File: src/rtl/gf2m_pkg.sv
// Shared GF(2^m) definitions: NIST binary-field constants, squarer FSM
// states and the bit-interleave helper used by the squarer.
package gf2m_pkg;

  localparam int MAX_M = 571;

  localparam int B163_M = 163;
  localparam logic [162:0] B163_POLY = 163'hC9;

  localparam int B233_M = 233;
  localparam logic [232:0] B233_POLY =
    (233'd1 << 74) | 233'd1;

  typedef enum logic [1:0] {
    IDLE,
    SQR,
    DONE
  } sqr_state_e;

  // Squaring over GF(2) spreads coefficient i to position 2i.
  function automatic logic [2*MAX_M-2:0] sqr_interleave(
    input logic [MAX_M-1:0] v
  );
    logic [2*MAX_M-2:0] s;
    s = '0;
    for (int i = 0; i < MAX_M; i++) begin
      s[2*i] = v[i];
    end
    return s;
  endfunction

endpackage

File: src/rtl/gf2m_sqr_red.sv
// Combinational GF(2^M) square followed by full reduction mod
// x^M + POLY. Valid for any M up to gf2m_pkg::MAX_M.
module gf2m_sqr_red
  import gf2m_pkg::*;
#(
  parameter int           M    = B163_M,
  parameter logic [M-1:0] POLY = M'(B163_POLY)
) (
  input  logic [M-1:0] a_i,
  output logic [M-1:0] r_o
);

  logic [MAX_M-1:0]   a_ext;
  logic [2*MAX_M-2:0] sq_full;
  logic [2*M-2:0]     r;

  always_comb begin
    a_ext        = '0;
    a_ext[M-1:0] = a_i;
  end

  assign sq_full = sqr_interleave(a_ext);

  // Clear high terms from the top down; each step cancels x^i with
  // x^(i-M)*F, so the result is fully reduced for any POLY.
  always_comb begin
    r = sq_full[2*M-2:0];
    for (int i = 2*M-2; i >= M; i--) begin
      if (r[i]) begin
        r[i]         = 1'b0;
        r[i-M +: M]  = r[i-M +: M] ^ POLY;
      end
    end
  end

  assign r_o = r[M-1:0];

  logic unused_hi;
  if (M < MAX_M) begin : g_pad
    assign unused_hi =
      ^{sq_full[2*MAX_M-2:2*M-1], r[2*M-2:M]};
  end else begin : g_full
    assign unused_hi = ^r[2*M-2:M];
  end

endmodule

File: src/rtl/gf2m_sqr_iter.sv
// Iterative multi-squarer: result = a^(2^k) mod F, one square-and-reduce
// per clock, valid/ready on both sides.
module gf2m_sqr_iter
  import gf2m_pkg::*;
#(
  parameter int           M     = B163_M,
  parameter logic [M-1:0] POLY  = M'(B163_POLY),
  parameter int           CNT_W = 8
) (
  input  logic             clk,
  input  logic             rst_n,
  input  logic             in_valid,
  output logic             in_ready,
  input  logic [M-1:0]     a,
  input  logic [CNT_W-1:0] k,
  output logic             out_valid,
  input  logic             out_ready,
  output logic [M-1:0]     result,
  output logic             busy
);

  sqr_state_e       state_q, state_d;
  logic [M-1:0]     acc_q, acc_d;
  logic [CNT_W-1:0] cnt_q, cnt_d;
  logic [M-1:0]     acc_sq;

  gf2m_sqr_red #(
    .M    (M),
    .POLY (POLY)
  ) u_sqr_red (
    .a_i (acc_q),
    .r_o (acc_sq)
  );

  always_ff @(posedge clk or negedge rst_n) begin
    if (!rst_n) begin
      state_q <= IDLE;
      acc_q   <= '0;
      cnt_q   <= '0;
    end else begin
      state_q <= state_d;
      acc_q   <= acc_d;
      cnt_q   <= cnt_d;
    end
  end

  always_comb begin
    state_d = state_q;
    acc_d   = acc_q;
    cnt_d   = cnt_q;
    unique case (state_q)
      IDLE: begin
        if (in_valid) begin
          acc_d   = a;
          cnt_d   = k;
          state_d = (k == '0) ? DONE : SQR;
        end
      end
      SQR: begin
        acc_d = acc_sq;
        cnt_d = cnt_q - CNT_W'(1);
        if (cnt_q == CNT_W'(1)) begin
          state_d = DONE;
        end
      end
      DONE: begin
        if (out_ready) begin
          state_d = IDLE;
        end
      end
      default: state_d = IDLE;
    endcase
  end

  assign in_ready  = (state_q == IDLE);
  assign out_valid = (state_q == DONE);
  assign busy      = (state_q != IDLE);
  assign result    = acc_q;

endmodule

File: config.mk
export PLATFORM = sky130hd
export DESIGN_NAME = gf2m_sqr_iter
export DESIGN_NICKNAME = d
export VERILOG_FILES = /design/src/rtl/gf2m_pkg.sv /design/src/rtl/gf2m_sqr_red.sv /design/src/rtl/gf2m_sqr_iter.sv
export SDC_FILE = /design/constraint.sdc
export NUM_CORES = 1
export LEC_CHECK = 0
export BUFFER_PORTS_ARGS = -buffer_cell sky130_fd_sc_hd__clkbuf_2
export CORE_MARGIN = 2
export CORE_UTILIZATION = 48
export CTS_BUF_LIST = sky130_fd_sc_hd__clkbuf_8
export CTS_CLUSTER_SIZE = 14
export DETAILED_ROUTE_END_ITERATION = 6
export PLACE_DENSITY = 0.79
export SLEW_MARGIN = 5
export SYNTH_ARGS = -nofsm -noshare
export SYNTH_HDL_FRONTEND = slang
export SYNTH_SLANG_ARGS = --single-unit
export TNS_END_PERCENT = 20
File: constraint.sdc
create_clock -name clk -period 1.28 [get_ports clk]
set_input_delay 0.192 -clock clk [delete_from_list [all_inputs] [get_ports clk]]
set_output_delay 0.192 -clock clk [all_outputs]
set_load 0.02 [all_outputs]
After elaboration in Yosys (flattened, before gate mapping)
Index checks and enable logic that the tools add are counted.

word-level totals
  flip-flop bits (word level) = 173
  input port bits = 175
  logic and storage cells = 352

cells by class
  $add $sub $neg = 1
  equality and inequality tests = 7
  mux-type cells = 171
  bitwise operators = 162
  reductions and logical operators = 7

operator list
  kind                                                                    number
  8-bit 2-to-1 mux                                                        163
  4-bit NOT                                                               162
  163-bit one-hot mux with 2 select lines                                 1
  163-bit 2-to-1 mux                                                      1
  8-bit one-hot mux with 2 select lines                                   1
  8-bit by 1-bit equality test with 1-bit output (second input constant)  1
  8-bit logical NOT                                                       1
  2-bit 2-to-1 mux                                                        4
  8-bit by 1-bit subtractor with 8-bit output (second input constant)     1
  2-bit one-hot mux with 3 select lines                                   1
  3-bit AND reduction                                                     2
  2-bit by 1-bit != test with 1-bit output (second input constant)        2
  2-bit != test (second input constant)                                   2
  2-bit nonzero test                                                      2
  2-bit by 1-bit equality test with 1-bit output (second input constant)  1
  2-bit equality test (second input constant)                             1
  2-bit logical NOT                                                       1
  2-bit AND reduction                                                     1

Logic depth before layout (Yosys ltp)
Gate-level depths: netlist of the first run.

  depth after elaboration = 325
  mapped depth = 6
  mapped depth without buffers = 6

Modules after synthesis
A second synthesis of the first run with hierarchy kept.

unflattened totals
  cells, all modules = 1209
  area, all modules = 10127.2 sq um

modules (own cells, without submodules)
  module         instances  cells an instance  area each (sq um)
  gf2m_sqr_iter  1          962                7922.6
  gf2m_sqr_red   1          247                2204.6

Worst setup path after synthesis of the first run
Ideal clock, no wire load.

  path type = register to register
  from = reg acc_q[162], in the netlist result[162]
  to = reg acc_q[10], in the netlist result[10]
  setup time = 120 ps
  data arrival time = 1284 ps
  path slack = -124 ps
  cell stages (with the launch flop) = 6
  cells stage by stage = dfrtp_1 buf_2 xnor3_1 xnor2_1 nor2_1 nor2_1

between the ends
  longest elaborated chain between the ends = 7

RTL lines
  item                                       RTL line             source
  start: declaration                         gf2m_sqr_iter.sv:23  logic [M-1:0] acc_q, acc_d;
  start signal: assignment                   gf2m_sqr_iter.sv:38  acc_q <= '0;
  start signal: assignment                   gf2m_sqr_iter.sv:42  acc_q <= acc_d;
  8-bit 2-to-1 mux *                         gf2m_sqr_red.sv:29   if (r[i]) begin
  4-bit NOT (no source line)                 --
  8-bit 2-to-1 mux * (2 in series)           gf2m_sqr_red.sv:29
  4-bit NOT (no source line)                 --
  8-bit 2-to-1 mux *                         gf2m_sqr_red.sv:29
  163-bit one-hot mux with 2 select lines *  gf2m_sqr_iter.sv:51  unique case (state_q)

Every way passes the cells marked *; elsewhere a longest branch is shown, timed or not.
A chain may end at the register's enable or synchronous reset.

Worst setup path after layout of the first run
  from = reg state_q[1]
  to = out busy

between the ends
  longest elaborated chain between the ends = 1

RTL lines
  item                      RTL line             source
  start: declaration        gf2m_sqr_iter.sv:22  sqr_state_e state_q, state_d;
  start signal: assignment  gf2m_sqr_iter.sv:41  state_q <= state_d;
  2-bit nonzero test        gf2m_sqr_iter.sv:77  assign busy = (state_q != IDLE);
  end: declaration          gf2m_sqr_iter.sv:19  output logic busy

Every way passes these cells.

==> run_results.csv, run 1 <==
group,metric,value,unit
global_route,grt_pass1_wl,68300,microns
synthesis,syn_area_per_cell,9.23,sq um
power,combPwrFrac,71.8,%
synthesis,syn-num-nets,1334,
setup_path,critPathRequiredTime,1090,ps
floorplanning,num_rows,54,
power,peakVddDrop,1880,uV
clock_network,clock_latency,470,ps
global_route,global_route.usage.total,36.9,%
timing,max-slew-margin-rel,72.8,%
synthesis,synthCells,1157,
timing,hold_ws,0.361,ps
clock_network,numCtsBuffers,17,
cells_and_area,fin_area,0.0164,sq mm
run_status,status,"finished with violations",
routing,first_iter_violations,1646,
power,power-per-cell-area,3550,mW/mm^2
floorplanning,io_pins,341,
placed_design,placed_cell_area,0.0136,sq mm
global_route,grt_pass1_vias,12300,
floorplanning,initial_core_util,48.9,%
setup_path,critPathCaptureType,"output pin",
routing,via_count,12800,
cells_and_area,area_growth,53.8,%
floorplanning,core,0.0218,sq mm
timing,max_freq,617,MHz
power,p_sw_share,48.0,%
synthesis,synthesis.area,0.0107,sq mm
synthesis,synth_area_leader_cell,"dfrtp_1",
timing,finalHoldViolations,0,
power,switchingPower,28000,uW
routing,viasPerCell,6.63,
power,intPower,30300,uW
setup_path,path_class,"reg2out",
placed_design,finalWeightedCongestion,0.979,
floorplanning,dieArea,0.0235,sq mm
synthesis,synth-seq-cells,173,
setup_path,r2r_slack,-250,ps
setup_path,crit_arrival,1430,ps
routing,wl_per_cell,25.0,microns
synthesis,synth-compound-area-share,28.8,%
cells_and_area,nets,1812,
run,maxCapViolations,0,
setup_path,ff2ff_path_depth,6,
worst_hold_path,holdPathStages,3,
routing,routed_wl,48200,microns
synthesis,synth_commonest_cells,"323 x o22ai_1, 173 x dfrtp_1, 169 x a21oi_1, 153 x xnor2_1, 100 x buf_2",
timing,setup_tns,-30460,ps
setup_path,slowest_stage,"dfrtp_1",
setup_path,critPathMaxStageDelay,400,ps
worst_hold_path,holdCritPathClass,"in2reg",
worst_hold_path,whs_endpoint,"result[71]",
global_route,antenna_found_initial,2,
synthesis,yosysWarnings,0,
routing,drtAntennaViolNets,0,
clock_network,clockRootBuffer,"clkbuf_8",
worst_hold_path,hp-start,"a[71]",
timing,worst_slew_pin_slew,409,ps
synthesis,synth_top_family_by_area,"compound AO/OA/AOI/OAI gates",
synthesis,synth_most_common_cell,"o22ai_1",
setup_path,worst_r2r_endpoint,"result[6]",
clock_network,clock_sinks,173,
clock_network,path_clk_slew,110,ps
routing,drc,0,
setup_path,crit_path_frequent_cell,"buf_6",
power,p_leak,0.00698,uW
floorplanning,chipHeight,153,microns
synthesis,synth_top_flop_cell,"dfrtp_1",
clock_network,tritoncts,"built",
clock_network,clockBufferDepth,2,
setup_path,r2r-start,"state_q[1]",
timing,period_share,127,%
floorplanning,die_w,153,microns
timing,period_minus_slack,1620,ps
synthesis,synthAdderAreaFrac,0.234,%
power,power.share.clock,6.7,%
setup_path,start_kind,"flop",
synthesis,synth_edf_count,0,
synthesis,yosys.area_share.simple,1.86,%
run_status,violations,"negative setup slack",
global_route,grt_max_degree,62,
placed_design,dp_hpwl,29900,microns
placed_design,pre_cts_ws,-104,ps
setup_path,path_cells,"buf_6, buf_6, nor2_4, inv_2, buf_8",
synthesis,synthTopCellsByArea,"dfrtp_1 41%, o22ai_1 19%, xnor2_1 13%, a21oi_1 7.9%, xor2_1 7.0%",
synthesis,synth.distinct_cells,41,
timing,skew,22.4,ps
timing,finalMaxSlewViolations,0,
placed_design,port_buffers,340,
clock_network,htreeDepth,4,
timing,setup_slack,-341,ps
power,power_frac_seq,21.5,%
synthesis,synth_xor_area_share,20.0,%
cells_and_area,drive_above_1_share,48.8,%
synthesis,ys_async_sr_fraction,100,%
synthesis,yosysTopAreaCellShare,40.5,%
timing,setup_viol,298,
setup_path,critPathMaxFanout,3,
timing,rsz0062_at_grt,"yes",
synthesis,synth.area.mux_share,0.281,%
routing,drtPass1Iterations,6,
global_route,overflow,0,
synthesis,yosysSeqAreaShare,40.5,%
-- timing repair --
action | CTS | global route
setup buffers | 111 | 18
endpoints found under the hold margin | 60 | 1
endpoints found under the setup margin | 328 | 330
cloned | 0 | 10
gates resized for setup | 264 | 76
hold buffers | 16 | 1
pin swaps | 42 | 17
-- power by group through the flow --
stage               clock network (uW)  logic (uW)  registers (uW)
CTS                               3880       38100           12200
global route                      4150       43800           12700
global placement                     0       31300           13100
detailed placement                   0       32000           13300
floorplan                            0       19800           13800
finish                            3900       41900           12500
-- flip-flops by register name (all words and copies together) (netlist names) --
| register | cells |
|---|---|
| result | 163 |
| state_q | 2 |
| cnt_q | 8 |
-- cell usage in the layout (no fill, tap or decap), types with 7 or more instances in the layout --
cell type and count:
a21oi_1 159, buf_6 48, clkbuf_2 267, clkbuf_8 83
clkbuf_16 7, o22ai_1 280, dfrtp_2 78, a21oi_2 10
dlygate4sd3_1 17, dfrtp_1 95, buf_4 191, xnor2_1 152
buf_12 29, xor2_1 84, o22ai_2 39, o22a_1 10
-- stage by stage --
stage                     utilization [%]  cells  total power, uW
after floorplan                         -   1157            33600
after global placement               62.1   1766            44400
after detailed placement             62.1   1766            45300
after CTS                            72.0   1898            54100
after global routing                 75.3   1927            60700
final                                75.3   1928            58300
-- worst max-delay path, delay by kind of cell, from the launching register on --
kind                   cells  cell delay [ps]
buffers and inverters      4              430
DFF                        1              400
and+or+nand+nor            1              130
-- kinds of logic after synthesis --
kind of cell | after synthesis
flip-flops | 173
multiplexers | 3
AND/OR/NAND/NOR | 37
buffers and inverters | 182
AO/OA/AOI/OAI | 519
adder cells (fa/ha/maj) | 2
XOR/XNOR | 241
-- layout make-up --
type / count / area [sq um]
Antenna cell: 1 / 2.50
Tap cell: 280 / 350
Clock buffer: 18 / 248
Inverter: 6 / 30.0
Clock inverter: 13 / 130
Fill cell: 1329 / 5400
Sequential cell: 173 / 4430
Timing Repair Buffer: 632 / 5280
Multi-Input combinational cell: 805 / 5960
-- worst max-delay path by stage --
stage,slack [ps],endpoint,start,depth (start not counted)
floorplan,-90,result[10],result[162],5
CTS,-370,busy,state_q[1],5
global route,-380,busy,state_q[1],5
global placement,-60,cnt_q[6],cnt_q[1],6
finish,-340,busy,state_q[1],5
detailed placement,-100,result[141],state_q[1],6
-- routing by layer --
metal	vias up	wire length [microns]	track usage, %
met4	2	3070	18.4
met1	6096	17100	45.1
met3	291	5550	8.25
met2	1159	22400	61.6
li1	5229	-	-
met5	-	13	0
No activity file was read; power rests on OpenSTA's default activity.
==> inputs of run 2 (changes only) <==
- PLACE_DENSITY: 0.79 -> 0.85
==> run_results.csv, run 2 (synthesized netlist as in run 1, its figures left out) <==
group,metric,value,unit
run_status,status,"finished with violations",
run_status,violations,"negative hold slack, negative setup slack",
cells_and_area,final_cell_mix,"243 x o22ai_1, 228 x buf_4, 227 x clkbuf_2",
global_route,grt_pass1_vias,12600,
placed_design,port_buffers,340,
floorplanning,initial_core_util,48.9,%
floorplanning,num_rows,54,
run,maxCapViolations,0,
power,power-per-cell-area,3720,mW/mm^2
routing,drc,0,
cells_and_area,nets,1886,
clock_network,clockRootBuffer,"clkbuf_8",
clock_network,numCtsBuffers,17,
cells_and_area,drive_above_1_share,56.2,%
timing,period_minus_slack,1960,ps
power,fin_total_pwr,67300,uW
floorplanning,dieArea,0.0235,sq mm
routing,drtAntennaViolNets,0,
floorplanning,io_pins,341,
setup_path,critPathMaxFanout,2,
global_route,grt_pass1_wl,70700,microns
floorplanning,die_w,153,microns
global_route,grt_max_degree,59,
setup_path,critPathRequiredTime,1680,ps
timing,finalMaxSlewViolations,0,
clock_network,htreeDepth,4,
worst_hold_path,holdCritPathClass,"in2reg",
timing,period_share,153,%
timing,setup_slack,-676,ps
timing,hold_ws,-2.95,ps
routing,first_iter_violations,2046,
setup_path,path_class,"reg2reg",
floorplanning,core,0.0218,sq mm
global_route,global_route.usage.total,38.2,%
routing,routed_wl,61000,microns
global_route,overflow,0,
setup_path,critPathCaptureType,"flop",
timing,skew,25.4,ps
cells_and_area,final_common_cell,"o22ai_1",
timing,finalHoldViolations,2,
routing,wl_per_cell,30.5,microns
timing,max_freq,511,MHz
setup_path,crit_arrival,2360,ps
power,p_leak,0.00763,uW
cells_and_area,area_growth,69.6,%
routing,viasPerCell,7.04,
placed_design,pre_cts_ws,-119,ps
clock_network,clock_sinks,173,
clock_network,path_clk_slew,120,ps
placed_design,finalWeightedCongestion,0.949,
placed_design,dp_hpwl,29500,microns
floorplanning,chipHeight,153,microns
clock_network,clock_latency,490,ps
routing,via_count,14100,
global_route,antenna_found_initial,5,
clock_network,tritoncts,"built",
timing,setup_viol,306,
timing,worst_slew_pin_slew,993,ps
power,peakVddDrop,1980,uV
timing,rsz0062_at_grt,"yes",
timing,max-slew-margin-rel,33.3,%
routing,drtPass1Iterations,7,
cells_and_area,largest_register_ffs,163,
setup_path,start_kind,"flop",
clock_network,clockBufferDepth,2,
==> run 2: changes by cell type in the layout (fill, tap and decap cells not counted), moves of 38 or more <==
cell      before  now
clkbuf_2     267  227
dfrtp_2       78  122
dfrtp_1       95   51
clkbuf_8      83   45
buf_6         48   97
==> run 2: timing repair <==
item | in CTS | in global routing
pin swaps | 62 | 42
hold buffers | 23 | 2
gates resized for setup | 271 | 360
setup buffers | 105 | 87
cloned | 1 | 20
endpoints found under the setup margin | 317 | 329
hold endpoints to repair | 97 | 2
==> run 2: report_power, final <==
part           leakage [uW]  switching, uW  internal, uW  total (uW)
registers           0.00182           4290          8840       13100
logic               0.00561          26300         23700       50000
clock network      0.000195           2440          1760        4200
total               0.00763          33000         34300       67300
==> run 2: cell type report <==
class                   count  area [sq um]
inverters                   6          40.0
clock inverters            15           161
fillers                  1057          3710
clock buffers              17           234
diodes                      1          2.50
repair buffers            707          6500
flip-flops and latches    173          4480
multi-input cells         804          6340
well taps                 280           350
==> run 2: metal layers <==
layer / vias to the layer above / track usage (%) / share of wire, % / wire, microns
li1: 5368 / - / - / -
met5: - / 0 / 0.16 / 96
met1: 6505 / 46.9 / 31 / 19100
met4: 6 / 22.4 / 10 / 6180
met2: 1619 / 61.7 / 44 / 26800
met3: 605 / 8.65 / 15 / 8940
==> run 2: final timing paths <==
path                             start     endpoint  slack (ps)  cells after the start
min reg2reg                 state_q[1]    result[8]         610                      2
max                        result[112]   result[68]        -680                      5
min                             a[134]  result[134]          -3                      3
min in group asynchronous        rst_n    result[0]         190                      2
max in group asynchronous        rst_n    result[5]         460                      3
max reg2reg                result[112]   result[68]        -680                      5
==> run 2: worst max-delay path, cell delays in order, from the launching register on <==
cell,delay [ps]
dfrtp_1,430
buf_4,170
xnor2_1,140
xnor2_1,780
o22ai_1,160
a21oi_1,180
==> run 2: through the flow <==
step | TNS [ps] | instance area, sq um | utilization, % | std cells
finish | -42830 | 18100 | 83.0 | 2003
global route | -51730 | 18100 | 83.0 | 2002
CTS | -13570 | 15800 | 72.5 | 1894
detailed placement | -6770 | 13500 | 61.7 | 1755
global placement | -2410 | 13500 | 61.7 | 1755
floorplan | -1350 | 10700 | - | 1157
==> inputs of run 3 (changes only) <==
- ABC_AREA: default -> 1
- PLACE_DENSITY: 0.85 -> 0.86
==> run_results.csv, run 3 <==
group,metric,value,unit
run_status,status,"finished with violations",
run_status,violations,"design-rule violations, negative hold slack, negative setup slack",
global_route,global_route.usage.total,38.9,%
placed_design,port_buffers,340,
synthesis,synthesis.area,0.0101,sq mm
timing,finalHoldViolations,2,
floorplanning,io_pins,341,
global_route,antenna_found_initial,3,
timing,skew,18.0,ps
clock_network,path_clk_slew,110,ps
cells_and_area,final_common_cell,"clkbuf_2",
synthesis,syn_area_per_cell,8.03,sq um
timing,period_minus_slack,1800,ps
worst_hold_path,holdCritPathClass,"in2reg",
synthesis,synth_top_family_by_area,"compound AO/OA/AOI/OAI gates",
synthesis,synth-compound-area-share,24.8,%
synthesis,yosysSeqAreaShare,42.7,%
cells_and_area,drive_above_1_share,40.4,%
timing,hold_ws,-8.50,ps
cells_and_area,n_fill_cell,1440,
timing,worst_slew_pin_slew,634,ps
setup_path,critPathMaxStageDelay,550,ps
synthesis,ys_async_sr_fraction,100,%
synthesis,synth.distinct_cells,28,
power,power-per-cell-area,655,mW/mm^2
synthesis,synth-seq-cells,173,
global_route,grt_max_degree,73,
synthesis,synth_commonest_cells,"240 x o21ai_0, 173 x dfrtp_1, 133 x nand2_1, 132 x nor2_1, 99 x inv_1",
synthesis,synthAdderAreaFrac,0.247,%
cells_and_area,post-route-util,74.8,%
global_route,grt_pass1_wl,66200,microns
setup_path,slowest_stage,"dfrtp_4",
placed_design,dp_hpwl,30900,microns
synthesis,syn-num-nets,1438,
timing,rsz0062_at_grt,"yes",
clock_network,clockRootBuffer,"clkbuf_8",
synthesis,synth_xor_area_share,13.6,%
cells_and_area,seq_area,0.00446,sq mm
timing,setup_tns,-82560,ps
routing,drtAntennaViolNets,0,
routing,drtPass1Iterations,7,
synthesis,yosysWarnings,0,
cells_and_area,nets,1926,
routing,via_count,12500,
global_route,overflow,0,
setup_path,path_cells,"nor2_4, inv_4, nor2_4, inv_4, nand2_8, buf_12, buf_12, clkbuf_16, nand2_2, o21ai_1",
timing,max_freq,555,MHz
setup_path,crit_arrival,2230,ps
cells_and_area,stdcell_count,2038,
clock_network,htreeDepth,4,
placed_design,finalWeightedCongestion,0.966,
clock_network,numCtsBuffers,17,
synthesis,yosys.area_share.simple,11.2,%
synthesis,yosysTopAreaCellShare,42.7,%
synthesis,synth.area.mux_share,0,%
cells_and_area,largest_register_ffs,163,
timing,max-slew-margin-rel,57.6,%
clock_network,tritoncts,"built",
power,p_leak,0.00739,uW
routing,drc,18,
global_route,grt_pass1_vias,11800,
floorplanning,initial_core_util,48.5,%
setup_path,path_class,"reg2reg",
synthesis,synth_edf_count,0,
setup_path,critPathCaptureType,"flop",
timing,finalMaxSlewViolations,0,
floorplanning,chipHeight,149,microns
routing,routed_wl,48100,microns
clock_network,clock_latency,500,ps
routing,first_iter_violations,1352,
timing,setup_slack,-522,ps
run,maxCapViolations,0,
floorplanning,core,0.0209,sq mm
cells_and_area,final_cell_mix,"273 x clkbuf_2, 178 x o21ai_0, 126 x nor2_1",
routing,wl_per_cell,23.6,microns
floorplanning,dieArea,0.0223,sq mm
setup_path,start_kind,"flop",
timing,period_share,141,%
cells_and_area,area_growth,54.2,%
floorplanning,die_w,149,microns
synthesis,synth_most_common_cell,"o21ai_0",
synthesis,synth_top_flop_cell,"dfrtp_1",
synthesis,synthCells,1261,
timing,setup_viol,314,
power,peakVddDrop,590,uV
setup_path,critPathRequiredTime,1700,ps
setup_path,critPathMaxFanout,5,
routing,viasPerCell,6.14,
placed_design,dp_cells,1924,
cells_and_area,multi_input_area,0.00544,sq mm
floorplanning,num_rows,53,
clock_network,clock_sinks,173,
clock_network,clockBufferDepth,2,
synthesis,synthTopCellsByArea,"dfrtp_1 43%, o21ai_0 12%, xor2_1 6.9%, xnor2_1 6.7%, nand2_1 4.9%",
synthesis,synth_area_leader_cell,"dfrtp_1",
-- run 3: cell types whose count changed in the layout (fill, tap and decap cells not counted), sizes merged, moves of 14 or more --
cell and delta:
o21ai +316, o221ai +37, dlygate4sd3 +27, xnor2 -76, a21oi -122, o22ai -276
clkbuf +14, nand3 +15, buf -202, inv +99, nor2 +126, nand2 +125
-- run 3: critical path: cells and delay by family, from the launching register on --
| family | cells | cell delay (ps) |
|---|---|---|
| buffers and inverters | 5 | 580 |
| DFF | 1 | 550 |
| AOI/OAI and AO/OA | 1 | 80 |
| and+or+nand+nor | 4 | 500 |
-- run 3: kinds of logic (layout without fill, tap and decap cells) --
logic type,count (synthesis),in the layout
simple gates,291,291
xor+xnor,157,157
buf+inv,178,679
compound gates,460,460
flops,173,173
other cells,0,1
fa+ha+maj,2,2
-- run 3: power by group --
| group | switching, uW | internal, uW | leakage, uW |
|---|---|---|---|
| Clock | 2320 | 1830 | 0.000195 |
| Combinational | 300 | 332 | 0.00530 |
| Sequential | 0 | 5460 | 0.00189 |
-- run 3: timing repair --
action                                  in CTS  in global routing
resized for setup                          170                332
pin swaps                                    8                 12
hold endpoints to repair                   190                  1
setup buffers                                9                  5
hold buffers                                51                  1
endpoints found under the setup margin     319                335
cloned                                       9                  8
-- run 3: per-layer routing --
layer	vias up	wire (microns)	global-route usage, %
li1	5263	-	-
met1	5859	17100	48.8
met2	1092	22100	62.9
met3	307	5310	7.83
met4	2	3590	22.0
met5	-	16	0
-- run 3: final timing paths --
| check | cells after the start | to | start | slack (ps) |
|---|---|---|---|---|
| max | 10 | result[12] | state_q[0] | -520 |
| min | 3 | result[51] | a[51] | -8 |
| max reg2reg | 10 | result[12] | state_q[0] | -520 |
| min reg2reg | 2 | result[55] | result[55] | 550 |
| max in group asynchronous | 3 | result[26] | rst_n | 520 |
| min in group asynchronous | 2 | result[107] | rst_n | 180 |
-- run 3: metrics by stage --
step	worst slack [ps]	power [uW]	instance area, sq um	hold WS [ps]
finish	-522	10200	15600	-8.50
floorplan	-252	5580	10200	-104
detailed placement	-488	6040	13000	143
global route	-646	10500	15600	-31.3
global placement	-348	6050	13000	146
CTS	-366	10100	14700	0.198
-- run 3: area by class of cell --
type | instances | share of cell area (%)
repair buffers | 541 | 28.9
diodes | 1 | 0.0160
clock inverters | 10 | 0.665
repair inverters | 2 | 0.176
flip-flops and latches | 173 | 28.5
clock buffers | 22 | 1.94
inverters | 104 | 2.73
multi-input cells | 910 | 34.8
well taps | 275 | 2.20
